===== config.mk =====
export PLATFORM = sky130hd
export DESIGN_NAME = piano_keyboard_renderer_flat
export DESIGN_NICKNAME = d
export VERILOG_FILES = /design/src/rtl/piano_keyboard_renderer_if.sv /design/src/rtl/piano_keyboard_renderer.sv /design/src/flat_wrapper.sv
export SDC_FILE = /design/constraint.sdc
export NUM_CORES = 1
export LEC_CHECK = 0
export CAP_MARGIN = 20
export CORE_ASPECT_RATIO = 0.8
export CORE_MARGIN = 3
export CORE_UTILIZATION = 52
export CTS_CLUSTER_SIZE = 30
export DETAILED_ROUTE_END_ITERATION = 6
export GPL_TIMING_DRIVEN = 0
export PLACE_DENSITY = 0.8
export SLEW_MARGIN = 20
export SYNTH_ARGS = -nofsm -noshare
export SYNTH_HDL_FRONTEND = slang
export SYNTH_SLANG_ARGS = --single-unit

===== constraint.sdc =====
create_clock -name vclock -period 4.95 [get_ports vclock]
set_input_delay 0.7425 -clock vclock [delete_from_list [all_inputs] [get_ports vclock]]
set_output_delay 0.7425 -clock vclock [all_outputs]
set_load 0.03 [all_outputs]

===== src/rtl/piano_keyboard_renderer_if.sv =====
// Video-path bundle for the keyboard renderer: timing, geometry and press inputs
// in, registered RGB pixel out.
interface piano_keyboard_renderer_if #(
  parameter int unsigned NUM_WHITE = 14
);
  logic                 frame_start;
  logic [10:0]          x;
  logic [9:0]           y;
  logic [10:0]          hcount;
  logic [9:0]           vcount;
  logic [NUM_WHITE-1:0] white_pressed;
  logic [NUM_WHITE-1:0] black_pressed;
  logic [23:0]          pixel;

  modport master (
    output frame_start, x, y, hcount, vcount, white_pressed, black_pressed,
    input  pixel
  );

  modport slave (
    input  frame_start, x, y, hcount, vcount, white_pressed, black_pressed,
    output pixel
  );
endinterface


===== src/rtl/piano_keyboard_renderer.sv =====
// Two-stage pixel generator for a projected piano keyboard with per-key
// press highlighting held for a programmable number of frames.
module piano_keyboard_renderer #(
  parameter int unsigned NUM_WHITE        = 14,
  parameter int unsigned WHITE_KEY_WIDTH  = 64,
  parameter int unsigned HEIGHT           = 300,
  parameter int unsigned BLACK_KEY_WIDTH  = 32,
  parameter int unsigned BLACK_KEY_HEIGHT = 180,
  parameter int unsigned HOLD_FRAMES      = 3,
  parameter logic [23:0] WHITE_COLOR      = 24'hFF_FF_FF,
  parameter logic [23:0] BLACK_COLOR      = 24'h00_00_00,
  parameter logic [23:0] PRESS_COLOR      = 24'hFF_00_00,
  parameter logic [23:0] GAP_COLOR        = 24'h80_80_80
) (
  input logic                       vclock,
  input logic                       reset,
  piano_keyboard_renderer_if.slave  vid
);

  localparam int unsigned OW = (WHITE_KEY_WIDTH > 2) ? $clog2(WHITE_KEY_WIDTH) : 1;
  localparam logic [OW-1:0] OFF_LAST    = OW'(WHITE_KEY_WIDTH - 1);
  localparam logic [OW-1:0] BLACK_RIGHT = OW'(WHITE_KEY_WIDTH - BLACK_KEY_WIDTH / 2);
  localparam logic [OW-1:0] BLACK_LEFT  = OW'(BLACK_KEY_WIDTH / 2);
  localparam logic [11:0]   SPAN        = 12'(NUM_WHITE * WHITE_KEY_WIDTH);
  localparam logic [3:0]    HOLD        = 4'(HOLD_FRAMES);

  // Bit i set when a black key sits right of white key i (C D _ F G A _ pattern).
  function automatic logic [31:0] black_map();
    logic [31:0] m;
    m = '0;
    for (int i = 0; i < 32; i++) begin
      if ((i < int'(NUM_WHITE) - 1) && ((i % 7) inside {0, 1, 3, 4, 5})) begin
        m[i] = 1'b1;
      end
    end
    return m;
  endfunction

  localparam logic [31:0] BLACK_EXISTS = black_map();

  function automatic logic [3:0] next_count(logic [3:0] cnt, logic pressed);
    if (pressed) begin
      return HOLD;
    end else if (cnt != 4'd0) begin
      return cnt - 4'd1;
    end
    return cnt;
  endfunction

  typedef enum logic [1:0] {SelNone, SelGap, SelKey} sel_e;

  // Frame latch and hold counters
  logic [10:0] x_lat_q;
  logic [9:0]  y_lat_q;
  logic [3:0]  white_cnt_q [NUM_WHITE];
  logic [3:0]  black_cnt_q [NUM_WHITE];

  always_ff @(posedge vclock or posedge reset) begin
    if (reset) begin
      x_lat_q <= '0;
      y_lat_q <= '0;
      for (int i = 0; i < int'(NUM_WHITE); i++) begin
        white_cnt_q[i] <= '0;
        black_cnt_q[i] <= '0;
      end
    end else if (vid.frame_start) begin
      x_lat_q <= vid.x;
      y_lat_q <= vid.y;
      for (int i = 0; i < int'(NUM_WHITE); i++) begin
        white_cnt_q[i] <= next_count(white_cnt_q[i], vid.white_pressed[i]);
        black_cnt_q[i] <= BLACK_EXISTS[i] ? next_count(black_cnt_q[i], vid.black_pressed[i])
                                          : 4'd0;
      end
    end
  end

  logic [31:0] white_hl;
  logic [31:0] black_hl;

  always_comb begin
    white_hl = '0;
    black_hl = '0;
    for (int i = 0; i < int'(NUM_WHITE); i++) begin
      white_hl[i] = |white_cnt_q[i];
      black_hl[i] = |black_cnt_q[i];
    end
  end

  // Span and row qualification
  logic [11:0] span_lo;
  logic [11:0] span_hi;
  logic [10:0] row_lo;
  logic        in_span;
  logic        white_row;
  logic        black_row;

  assign span_lo   = {1'b0, x_lat_q};
  assign span_hi   = span_lo + SPAN;
  assign in_span   = ({1'b0, vid.hcount} >= span_lo) && ({1'b0, vid.hcount} < span_hi);
  assign row_lo    = {1'b0, y_lat_q};
  assign white_row = ({1'b0, vid.vcount} >= row_lo) &&
                     ({1'b0, vid.vcount} < row_lo + 11'(HEIGHT));
  assign black_row = ({1'b0, vid.vcount} >= row_lo) &&
                     ({1'b0, vid.vcount} < row_lo + 11'(BLACK_KEY_HEIGHT));

  // Incremental column tracker: replaces a divide by WHITE_KEY_WIDTH.
  logic [4:0]    idx_q, idx_d, idx_m1;
  logic [OW-1:0] off_q, off_d;

  always_comb begin
    idx_d = idx_q;
    off_d = off_q;
    if (vid.hcount == x_lat_q) begin
      idx_d = '0;
      off_d = '0;
    end else if (in_span) begin
      if (off_q == OFF_LAST) begin
        off_d = '0;
        idx_d = idx_q + 5'd1;
      end else begin
        off_d = off_q + OW'(1);
      end
    end
  end

  assign idx_m1 = idx_d - 5'd1;

  sel_e sel_d, sel_q;
  logic hl_d, hl_q;
  logic black_d, black_q;

  always_comb begin
    sel_d   = SelNone;
    hl_d    = 1'b0;
    black_d = 1'b0;
    if (in_span && white_row) begin
      if (black_row && (off_d >= BLACK_RIGHT) && BLACK_EXISTS[idx_d]) begin
        sel_d   = SelKey;
        black_d = 1'b1;
        hl_d    = black_hl[idx_d];
      end else if (black_row && (off_d < BLACK_LEFT) && (idx_d != '0) &&
                   BLACK_EXISTS[idx_m1]) begin
        sel_d   = SelKey;
        black_d = 1'b1;
        hl_d    = black_hl[idx_m1];
      end else if (off_d == '0) begin
        sel_d = SelGap;
      end else begin
        sel_d = SelKey;
        hl_d  = white_hl[idx_d];
      end
    end
  end

  always_ff @(posedge vclock or posedge reset) begin
    if (reset) begin
      idx_q   <= '0;
      off_q   <= '0;
      sel_q   <= SelNone;
      hl_q    <= 1'b0;
      black_q <= 1'b0;
    end else begin
      idx_q   <= idx_d;
      off_q   <= off_d;
      sel_q   <= sel_d;
      hl_q    <= hl_d;
      black_q <= black_d;
    end
  end

  // Stage 2: colour
  logic [23:0] pixel_d, pixel_q;

  always_comb begin
    pixel_d = '0;
    unique case (sel_q)
      SelGap:  pixel_d = GAP_COLOR;
      SelKey:  pixel_d = hl_q ? PRESS_COLOR : (black_q ? BLACK_COLOR : WHITE_COLOR);
      default: pixel_d = '0;
    endcase
  end

  always_ff @(posedge vclock or posedge reset) begin
    if (reset) begin
      pixel_q <= '0;
    end else begin
      pixel_q <= pixel_d;
    end
  end

  assign vid.pixel = pixel_q;

endmodule


===== src/flat_wrapper.sv =====
// flat-port wrapper written by rule: the top's interface ports become plain ports
module piano_keyboard_renderer_flat 
#(
  parameter int unsigned NUM_WHITE        = 14,
  parameter int unsigned WHITE_KEY_WIDTH  = 64,
  parameter int unsigned HEIGHT           = 300,
  parameter int unsigned BLACK_KEY_WIDTH  = 32,
  parameter int unsigned BLACK_KEY_HEIGHT = 180,
  parameter int unsigned HOLD_FRAMES      = 3,
  parameter logic [23:0] WHITE_COLOR      = 24'hFF_FF_FF,
  parameter logic [23:0] BLACK_COLOR      = 24'h00_00_00,
  parameter logic [23:0] PRESS_COLOR      = 24'hFF_00_00,
  parameter logic [23:0] GAP_COLOR        = 24'h80_80_80
)
  (vclock, reset, vid_frame_start, vid_x, vid_y, vid_hcount, vid_vcount, vid_white_pressed, vid_black_pressed, vid_pixel);
  piano_keyboard_renderer_if #(.NUM_WHITE(NUM_WHITE)) vid_i ();
  input logic vclock;
  input logic reset;
  input wire logic [$bits(vid_i.frame_start)-1:0] vid_frame_start;
  input wire logic [$bits(vid_i.x)-1:0] vid_x;
  input wire logic [$bits(vid_i.y)-1:0] vid_y;
  input wire logic [$bits(vid_i.hcount)-1:0] vid_hcount;
  input wire logic [$bits(vid_i.vcount)-1:0] vid_vcount;
  input wire logic [$bits(vid_i.white_pressed)-1:0] vid_white_pressed;
  input wire logic [$bits(vid_i.black_pressed)-1:0] vid_black_pressed;
  output wire logic [$bits(vid_i.pixel)-1:0] vid_pixel;
  assign vid_i.frame_start = vid_frame_start;
  assign vid_i.x = vid_x;
  assign vid_i.y = vid_y;
  assign vid_i.hcount = vid_hcount;
  assign vid_i.vcount = vid_vcount;
  assign vid_i.white_pressed = vid_white_pressed;
  assign vid_i.black_pressed = vid_black_pressed;
  assign vid_pixel = vid_i.pixel;
  piano_keyboard_renderer #(.NUM_WHITE(NUM_WHITE), .WHITE_KEY_WIDTH(WHITE_KEY_WIDTH), .HEIGHT(HEIGHT), .BLACK_KEY_WIDTH(BLACK_KEY_WIDTH), .BLACK_KEY_HEIGHT(BLACK_KEY_HEIGHT), .HOLD_FRAMES(HOLD_FRAMES), .WHITE_COLOR(WHITE_COLOR), .BLACK_COLOR(BLACK_COLOR), .PRESS_COLOR(PRESS_COLOR), .GAP_COLOR(GAP_COLOR)) u_core (.vclock(vclock), .reset(reset), .vid(vid_i));
endmodule

After elaboration in Yosys (flattened, before gate mapping). Memories as Yosys holds them, arrays and structs flattened. Cells that the tools add are included. Widths: inputs -> output; s select.

Equality and inequality tests: 4. Add/sub/neg operators: 30. Reduce and logical (&&, ||, !) cells: 83. Order comparisons: 9. Mux-type cells: 148.

Operators with widths (count): $mux 4 (48); $reduce_bool 4->1 (24); $reduce_or 4->1 (24); $sub 4x1->4 const B (24); $mux 1 (84); $mux 24 (2); $pmux 24 s2 (1); $reduce_and 2->1 (24); $lt 10x11->1 (2); $mux 6 (3); $bmux 1 s5 (3); $mux 5 (3); $add 11x10->12 const B (1); $lt 11x12->1 (1); $lt 5x6->1 const B (2); $add 10x8->11 const B (1); $add 10x9->11 const B (1); $eq 11x11->1 (1); $ge 11x11->1 (1); $ge 10x10->1 (1); $logic_and 1x1->1 (9); $mux 2 (4); $add 6x1->6 const B (1); $eq 6x6->1 const B (1); other kinds (8) (8).

Memory bits (read-only): 64. Bits of input ports: 73. Flip-flop bits (word level): 156. Memories: 2. Output and inout port bits: 24. Word-level logic and storage cells: 308.

Memories: (name not given) (depth 32, width 1, rd ports 1, clocked after memory_dff 0, write ports 0, line piano_keyboard_renderer.sv:137) `if (black_row && (off_d >= BLACK_RIGHT) && BLACK_EXISTS[idx_d]) begin`; (name not given) (depth 32, width 1, rd ports 1, clocked after memory_dff 0, write ports 0, line piano_keyboard_renderer.sv:142) `BLACK_EXISTS[idx_m1]) begin`.

Longest topological paths before layout. Gate-level depths: netlist of run 1.

Word-level depth: 12. Mapped depth: 20.

Least setup slack after synthesis of run 1. No wires, ideal clock.

Kind: input-to-reg. Start: in vid_hcount[10]. End: reg u_core.hl_q. Arrival time: 4.128 ns. Slack: 0.739 ns. Data required time: 4.867 ns. Buffers on the path: 2. Cell stages on the path: 15. Path through: ha_1 > and3_1 > a221o_1 > a21oi_1 > nand2_2 > nand3_4 > mux2i_1 > clkbuf_1 > ha_1 > buf_1 > nor4b_1 > a41oi_1 > a32o_1 > a211o_1 > a31oi_1.

Word-level cells in the longest chain between the ends: 11. Elaborated cells between the ends (all ways): 33.

Ends and longest elaborated chain: start: declaration (line flat_wrapper.sv:22) `input wire logic [$bits(vid_i.hcount)-1:0] vid_hcount;`; $lt 11x12->1 or $ge 11x11->1 (tied branches) (line piano_keyboard_renderer.sv:99) `assign in_span = ({1'b0, vid.hcount} >= span_lo) && ({1'b0, vid.hcount} < span_hi);`; $logic_and 1x1->1 (line piano_keyboard_renderer.sv:99); $mux 5 or $mux 6 (tied branches) (line piano_keyboard_renderer.sv:116) `end else if (in_span) begin`; $mux 5 or $mux 6 (tied branches) (line piano_keyboard_renderer.sv:113) `if (vid.hcount == x_lat_q) begin`; $sub 5x1->5 or $lt 6x5->1 (tied branches) (line piano_keyboard_renderer.sv:126, piano_keyboard_renderer.sv:141); $mem_v2 32x1 or $logic_and 1x1->1 (tied branches); $mux 1 (not written as such) or $logic_and 1x1->1 (tied branches) (line piano_keyboard_renderer.sv:142, piano_keyboard_renderer.sv:141); $logic_and 1x1->1 (line piano_keyboard_renderer.sv:141) `end else if (black_row && (off_d < BLACK_LEFT) && (idx_d != '0) &&`; $mux 1 (line piano_keyboard_renderer.sv:141); $mux 1 (line piano_keyboard_renderer.sv:137); $mux 1 (*) (line piano_keyboard_renderer.sv:136) `if (in_span && white_row) begin`; via u_core.hl_d (line piano_keyboard_renderer.sv:129) `logic hl_d, hl_q;`; end signal: assignment (line piano_keyboard_renderer.sv:166) `hl_q <= hl_d;`; end: declaration (line piano_keyboard_renderer.sv:129).

Mark *: on every way through the listed nets, which the timed path passes. The rest lies on a longest branch. The select of a mux whose other input is x is not followed. A chain may end at the register's enable or synchronous reset.

Final worst setup path of run 1.
Start: in vid_hcount[10]. End: reg u_core.hl_q.

Word-level cells in the longest chain between the ends: 11. Elaborated cells between the ends (all ways): 33.

Ends and longest elaborated chain: $lt 11x12->1 or $ge 11x11->1 (tied branches) (line piano_keyboard_renderer.sv:99); $logic_and 1x1->1 (line piano_keyboard_renderer.sv:99); $mux 5 (line piano_keyboard_renderer.sv:116); $mux 5 (*) (line piano_keyboard_renderer.sv:113); via u_core.idx_d[1] (line piano_keyboard_renderer.sv:107) `logic [4:0] idx_q, idx_d, idx_m1;`; $sub 5x1->5 (line piano_keyboard_renderer.sv:126) `assign idx_m1 = idx_d - 5'd1;`; $mem_v2 32x1; $mux 1 (not written as such) (line piano_keyboard_renderer.sv:142); $logic_and 1x1->1 (line piano_keyboard_renderer.sv:141); $mux 1 (line piano_keyboard_renderer.sv:141); $mux 1 (*) (line piano_keyboard_renderer.sv:137); $mux 1 (*) (line piano_keyboard_renderer.sv:136); via u_core.hl_d (line piano_keyboard_renderer.sv:129).

Marked as above.

==> results.yml, run 1 <==
outcome:
  status: "complete, no violations"
power_and_ir_drop:
  ir_drop_v: 0.0003229
  p_leak_nw: 5.034
  powerDensity_nw_per_um2: 405.8
grt:
  grt_start_max_net_pins: 80
  grt_pass1_vias: 7470
  antenna_found_initial: 0
  grt.overflow.total: 0
  grt_pass1_wl_um: 35740
  track_usage_pct: 22.23
placement:
  place_hpwl_um: 15430
  placedInstanceArea_um2: 10480
  placedCellCount: 1382
  portBuffers: 91
  gp_congestion: 0.9292
  pre_cts_ws_ns: -0.4147
worst_setup_path:
  worstPathArrival_ns: 4.96
  worstPathMaxFanout: 12
  cp-end-kind: "register"
  crit_buf_inv: 4
  worst-endpoint-required_ns: 5.24
  critPathMaxStageDelay_ns: 0.44
  regToRegSetupSlack_ns: 0.28
  rr_startpoint: "u_core.x_lat_q[7]"
  crit_family: "compound AO/OA/AOI/OAI gates"
  crit_chain: "clkdlybuf4s50_1 > ha_1 > and3_1 > a221o_1 > a21oi_1 > and2_2 > o21ai_0 > a21oi_1 > clkbuf_4 > inv_1 > ha_1 > buf_2 > xnor2_1 > mux2_2 > a311oi_1 > a211o_1 > a31oi_1"
  worstSetupPathType: "input port to register"
  crit_slowest_cell: "clkdlybuf4s50_1"
  reg2reg_depth: 19
  critPathLaunchType: "input port"
  r2r_end: "u_core.hl_q"
detailed_routing:
  drt-total-wl_um: 21460
  drt_iter0_drc: 690
  via_per_inst: 5.646
  drcViolationCount: 0
  num_vias: 8001
  wl_per_cell_um: 15.14
  antenna_left: 0
  drtPass1Iterations: 5
clock_network:
  cts_made_buffers: 17
  cts_tree: "done"
  hold_buffers: 0
  htree_levels: 4
  cts_root_buf: "clkbuf_16"
  clockBufferDepth: 2
  clk_pin_slew_worst_paths_ns: 0.06
  clk_latency_ns: 0.43
  clkSinkCount: 136
final_layout:
  drive_above_1_share_pct: 7.769
  final_cell_area_um2: 11180
  final_nets: 1356
  fin_cells: 1417
  fill_cells: 1346
  area_growth_syn_to_layout_pct: 20.81
  post-route-util_pct: 65.86
  diodes: 0
worst_hold_path:
  hp-start: "u_core.black_q"
  hold_path_end: "u_core.vid.pixel[14]"
  holdPathStages: 1
  hp-class: "register to register"
synth:
  syn_inst: 1070
  synth_nets: 1242
  synthArstFlopShare_pct: 100.0
  synth_top_area_share_pct: 36.78
  synth_area_per_cell_um2: 8.648
  syn_area_um2: 9254
  synth_warnings: 0
  yosys_most_used_dff: "dfrtp_1"
  synth_cell_types: 74
  ys_ff_latch: 136
  synth_top_area_cell: "dfrtp_1"
  synth_area_leaders: "dfrtp_1, ha_1, o21ai_0"
  synth_edf_count: 0
  seq_area_frac_synth_pct: 36.78
floorplanning:
  io_pins: 97
  rows: 42
  die_y_um: 125.3
  die_w_um: 155.1
  core_area_um2: 16970
  start_util_pct: 54.52
  dieArea_um2: 19440
sta:
  rsz0062_at_grt: "false"
  fin_crit_ns: 4.675
  period_share_pct: 94.45
  layout_setup_ws_ns: 0.2746
  hold_viol_final: 0
  max_slew.worst_pin.slew_ns: 0.7679
  fmax_mhz: 213.9
  whs_ns: 0.4387
  skew_ns: 0.007801
  max_slew_margin_pct: 48.80
  slew_viol_final: 0
  setup_viol: 0
run:
  max_cap_viol_count: 0
==> worst register-to-register path, cell delays in order, from the launching register on <==
cell	delay, ns
dfrtp_1	0.39
inv_1	0.10
ha_1	0.23
xnor2_1	0.13
ha_1	0.30
nand3_1	0.08
a21o_1	0.21
a2111oi_4	0.45
or4_4	0.24
o21ai_0	0.08
a21oi_1	0.26
clkbuf_4	0.33
inv_1	0.13
ha_1	0.20
buf_2	0.18
xnor2_1	0.29
mux2_2	0.39
a311oi_1	0.29
a211o_1	0.19
a31oi_1	0.09
==> through the flow <==
step	setup TNS, ns	power, W
final	0	0.004537
after floorplan	0	0.002680
after CTS	0	0.004530
after global routing	0	0.004859
after detailed placement	-0.6909	0.003103
after global placement	-194.16	0.003025
==> logic make-up after synthesis <==
logic type / count (synthesis) / share of synthesized area, %
DFF: 136 / 36.78
AOI/OAI and AO/OA: 296 / 19.33
muxes: 27 / 3.204
xor gates and xnor gates: 19 / 1.798
buffers and inverters: 145 / 7.017
and+or+nand+nor: 348 / 18.48
adders and majority gates: 99 / 13.39
==> worst max-delay path by stage <==
stage,startpoint,endpoint,slack (ns),depth (start not counted)
finish,vid_hcount[10],u_core.hl_q,0.27,17
global route,vid_hcount[7],u_core.hl_q,0.05,17
global placement,reset,u_core.y_lat_q[7],-1.44,2
floorplan,reset,u_core.black_cnt_q[10],0.57,1
detailed placement,vid_hcount[9],u_core.hl_q,-0.41,16
CTS,u_core.x_lat_q[7],u_core.hl_q,0.07,19
==> cells in the final DEF, fill, tap and decap left out, types with 20 or more instances in the layout <==
master | Yosys | routed
o21ai_0 | 153 | 153
dfrtp_1 | 136 | 136
inv_1 | 100 | 99
ha_1 | 99 | 99
nor2_1 | 93 | 93
nand2_1 | 91 | 91
clkdlybuf4s50_1 | 0 | 91
a21oi_1 | 50 | 50
nor3_1 | 37 | 37
nand3_1 | 31 | 31
buf_4 | 22 | 25
nor3b_1 | 20 | 20
==> metal layers <==
metal  vias up  GRT usage (%)  routed length, um
met5         -              0                  0
met4         0          6.490                412
met3        41          5.320               1220
met2       244          33.30               9346
met1      3731          32.17              10480
li1       3985              -                  -
==> sequential cells by signal (all words and copies together) (netlist names) <==
| register | flops |
|---|---|
| u_core.y_lat_q | 10 |
| u_core.idx_q | 5 |
| u_core.black_q | 1 |
| u_core.sel_q | 2 |
| u_core.off_q | 6 |
| u_core.vid.pixel | 4 |
| u_core.x_lat_q | 11 |
| u_core.black_cnt_q | 40 |
| u_core.hl_q | 1 |
| u_core.white_cnt_q | 56 |
==> synthesized netlist by cell type (2+ instances only) <==
cell / n
nand2_1: 91
a211o_1: 4
o21a_1: 8
xor2_1: 5
o21ba_2: 2
nor3b_1: 20
a21boi_0: 2
o2111ai_1: 3
a2111oi_0: 5
buf_4: 22
o21ai_0: 153
and3_1: 8
and3b_1: 2
xnor2_1: 14
a21o_1: 6
inv_1: 100
mux2i_1: 18
o211ai_1: 2
o31ai_1: 4
ha_1: 99
or3_1: 5
a22oi_1: 10
nor2_1: 93
clkbuf_1: 13
and2_1: 13
and4_1: 2
dfrtp_1: 136
o22a_1: 5
nand4_1: 7
a311oi_1: 3
nand3_1: 31
mux2_2: 7
a22o_1: 2
buf_1: 4
o22ai_1: 12
a2bb2oi_1: 2
buf_2: 4
nor2b_1: 6
a211oi_1: 3
nor3_1: 37
or4b_1: 2
a31oi_1: 5
nand2b_1: 12
nor4_1: 9
a21oi_1: 50
==> final cells by class <==
class	count	area [um2]	share of cell area (%)
buffer	45	277.8	2.485
clock buffer	19	452.9	4.051
clock inverter	13	200.2	1.791
inverter	100	382.9	3.425
multi-input combinational	789	5226	46.75
sequential	136	3403	30.44
tap	220	275.3	2.462
timing repair buffer	95	960.9	8.595
==> power breakdown <==
| part | leakage, nW | internal, W | total [W] | switching, W |
|---|---|---|---|---|
| Combinational | 3.06 | 0.000659 | 0.00148 | 0.000823 |
| Clock | 0.311 | 0.000916 | 0.00141 | 0.000493 |
| Sequential | 1.66 | 0.00140 | 0.00165 | 0.000245 |
==> repair_timing <==
action,in CTS,in global routing
resized for setup,1,4
setup buffers,0,3
pin swaps,0,1
endpoints found under the setup margin,1,1
hold endpoints to repair,0,0
Note: power is estimated with default switching activity, not from simulation.
==> inputs of run 2 (changes only) <==
--- a/config.mk
+++ b/config.mk
@@ -8,11 +8,11 @@
 export CAP_MARGIN = 20
 export CORE_ASPECT_RATIO = 0.8
 export CORE_MARGIN = 3
-export CORE_UTILIZATION = 52
+export CORE_UTILIZATION = 30
 export CTS_CLUSTER_SIZE = 30
 export DETAILED_ROUTE_END_ITERATION = 6
 export GPL_TIMING_DRIVEN = 0
-export PLACE_DENSITY = 0.8
+export PLACE_DENSITY = 0.54
 export SLEW_MARGIN = 20
 export SYNTH_ARGS = -nofsm -noshare
 export SYNTH_HDL_FRONTEND = slang
==> results.yml, run 2 (same netlist as run 1, synthesis figures left out) <==
clock_network:
  cts_made_buffers: 17
  htree_levels: 4
  cts_root_buf: "clkbuf_16"
  hold_buffers: 0
  cts_tree: "done"
  clk_pin_slew_worst_paths_ns: 0.05
  clkSinkCount: 136
  clockBufferDepth: 2
  clk_latency_ns: 0.43
grt:
  track_usage_pct: 13.96
  antenna_found_initial: 0
  grt.overflow.total: 0
  grt_start_max_net_pins: 90
  grt_pass1_wl_um: 37620
  grt_pass1_vias: 7380
final_layout:
  area_growth_syn_to_layout_pct: 22.46
  fin_cells: 1600
  final_cell_area_um2: 11330
  reg.largest.list: "u_core.white_cnt_q (56), u_core.black_cnt_q (40), u_core.x_lat_q (11)"
  final_common_cell: "o21ai_0"
  regMostFlops: "u_core.white_cnt_q"
  drive_above_1_share_pct: 7.705
  diodes: 0
  final_nets: 1354
  largest_register_ffs: 56
  layout_common_cells: "o21ai_0, dfrtp_1, inv_1, ha_1, nor2_1"
worst_setup_path:
  crit_family: "compound AO/OA/AOI/OAI gates"
  critPathMaxStageDelay_ns: 0.45
  regToRegSetupSlack_ns: 0.43
  crit_slowest_cell: "clkdlybuf4s50_1"
  worstPathMaxFanout: 12
  cp.depth: 16
  endpoint: "u_core.hl_q"
  worst-endpoint-required_ns: 5.28
  worstPathArrival_ns: 5.02
  r2r_end: "u_core.hl_q"
  cpMostUsedCell: "ha_1"
  critPathLaunchType: "input port"
  worstSetupPathType: "input port to register"
  crit_chain: "clkdlybuf4s50_1 > ha_1 > and3_1 > a221o_1 > a21oi_1 > nand2_2 > nand3_4 > mux2i_2 > clkbuf_4 > ha_1 > buf_1 > nor4_1 > a311oi_1 > a32o_1 > a211o_1 > a31oi_1"
  reg2reg_depth: 19
  rr_startpoint: "u_core.x_lat_q[7]"
  critPathLaunch: "vid_hcount[10]"
  cp-end-kind: "register"
  crit_buf_inv: 3
sta:
  max_slew_margin_pct: 42.59
  skew_ns: 0.01158
  hold_viol_final: 0
  fin_crit_ns: 4.688
  max_slew.worst_pin.slew_ns: 0.8612
  fmax_mhz: 213.3
  period_share_pct: 94.71
  slew_viol_final: 0
  setup_viol: 0
  rsz0062_at_grt: "false"
placement:
  portBuffers: 91
  placedInstanceArea_um2: 10710
  gp_congestion: 0.8386
  placedCellCount: 1568
  place_hpwl_um: 16940
worst_hold_path:
  hp-class: "register to register"
floorplanning:
  io_pins: 97
  die_y_um: 163.1
  die_w_um: 202.4
  rows: 56
  core_area_um2: 29850
  dieArea_um2: 33000
  start_util_pct: 31.00
detailed_routing:
  antenna_left: 0
  drt-total-wl_um: 22710
  num_vias: 7791
  drcViolationCount: 0
  drtPass1Iterations: 5
  wl_per_cell_um: 14.19
  drt_iter0_drc: 418
  via_per_inst: 4.869
outcome:
  status: "complete, no violations"
power_and_ir_drop:
  powerDensity_nw_per_um2: 384.8
  p_leak_nw: 4.999
  ir_drop_v: 0.0002250
run:
  max_cap_viol_count: 0
run 2: cell count changes in the layout (fill, tap and decap cells not counted), moves of 2 or more:
cell and change:
clkinvlp_4 -2, bufinv_16 -3, buf_4 -2, clkinv_4 +2
run 2: how the worst min path moves through the flow:
stage / endpoint / cells past startpoint / start
detailed placement: u_core.vid.pixel[14] / 1 / u_core.black_q
finish: u_core.vid.pixel[14] / 1 / u_core.black_q
global route: u_core.vid.pixel[14] / 1 / u_core.black_q
global placement: u_core.vid.pixel[14] / 1 / u_core.black_q
CTS: u_core.vid.pixel[14] / 1 / u_core.black_q
floorplan: u_core.vid.pixel[14] / 1 / u_core.black_q
run 2: final cells by class:
type	instances	area [um2]
clock buffers	19	452.9
well taps	406	508.0
plain buffers	45	284.0
repair buffers	93	945.9
fillers	3088	18520
inverters	100	382.9
clock inverters	12	126.4
multi-input cells	789	5229
flip-flops and latches	136	3403
run 2: what timing repair did:
action | 4_1_cts | 5_1_grt
endpoints found under the setup margin | 1 | 1
setup buffers | 0 | 1
pin swaps | 0 | 1
resized for setup | 2 | 8
run 2: metrics by stage:
| stage | total power [W] | hold WS, ns | TNS (ns) | setup WS [ns] | utilization, % |
|---|---|---|---|---|---|
| after floorplan | 0.002680 | 0.4139 | 0 | 0.5680 | - |
| after global placement | 0.003067 | 0.4423 | -253.14 | -1.875 | 35.76 |
| after detailed placement | 0.003109 | 0.4336 | -0.9197 | -0.4422 | 35.87 |
| after CTS | 0.004405 | 0.4425 | 0 | 0.06116 | 37.86 |
| after global routing | 0.004723 | 0.4549 | 0 | 0.03972 | 37.97 |
| final | 0.004361 | 0.4396 | 0 | 0.2619 | 37.97 |
run 2: per-layer routing:
| layer | vias to the layer above | part of all wire, % | global-route usage [%] |
|---|---|---|---|
| met4 | 0 | 0.64 | 2.644 |
| li1 | 3976 | - | - |
| met5 | - | 0 | 0 |
| met1 | 3659 | 52 | 20.48 |
| met3 | 9 | 4.9 | 3.606 |
| met2 | 147 | 42 | 20.86 |
run 2: power by group:
| group | internal (W) | leakage (nW) | switching [W] |
|---|---|---|---|
| Clock | 0.000763 | 0.285 | 0.000500 |
| Sequential | 0.00140 | 1.66 | 0.000240 |
| Combinational | 0.000650 | 3.05 | 0.000807 |
| Total | 0.00281 | 5.00 | 0.00155 |
run 2: worst register-to-register path, delay by kind of cell, from the launching register on:
| family | cells | cell delay, ns |
|---|---|---|
| AND/OR/NAND/NOR | 2 | 0.31 |
| multiplexers | 1 | 0.37 |
| AO/OA/AOI/OAI | 7 | 1.60 |
| flip-flops | 1 | 0.39 |
| XOR/XNOR | 2 | 0.37 |
| adder cells (fa/ha/maj) | 3 | 0.73 |
| buffers and inverters | 4 | 0.62 |
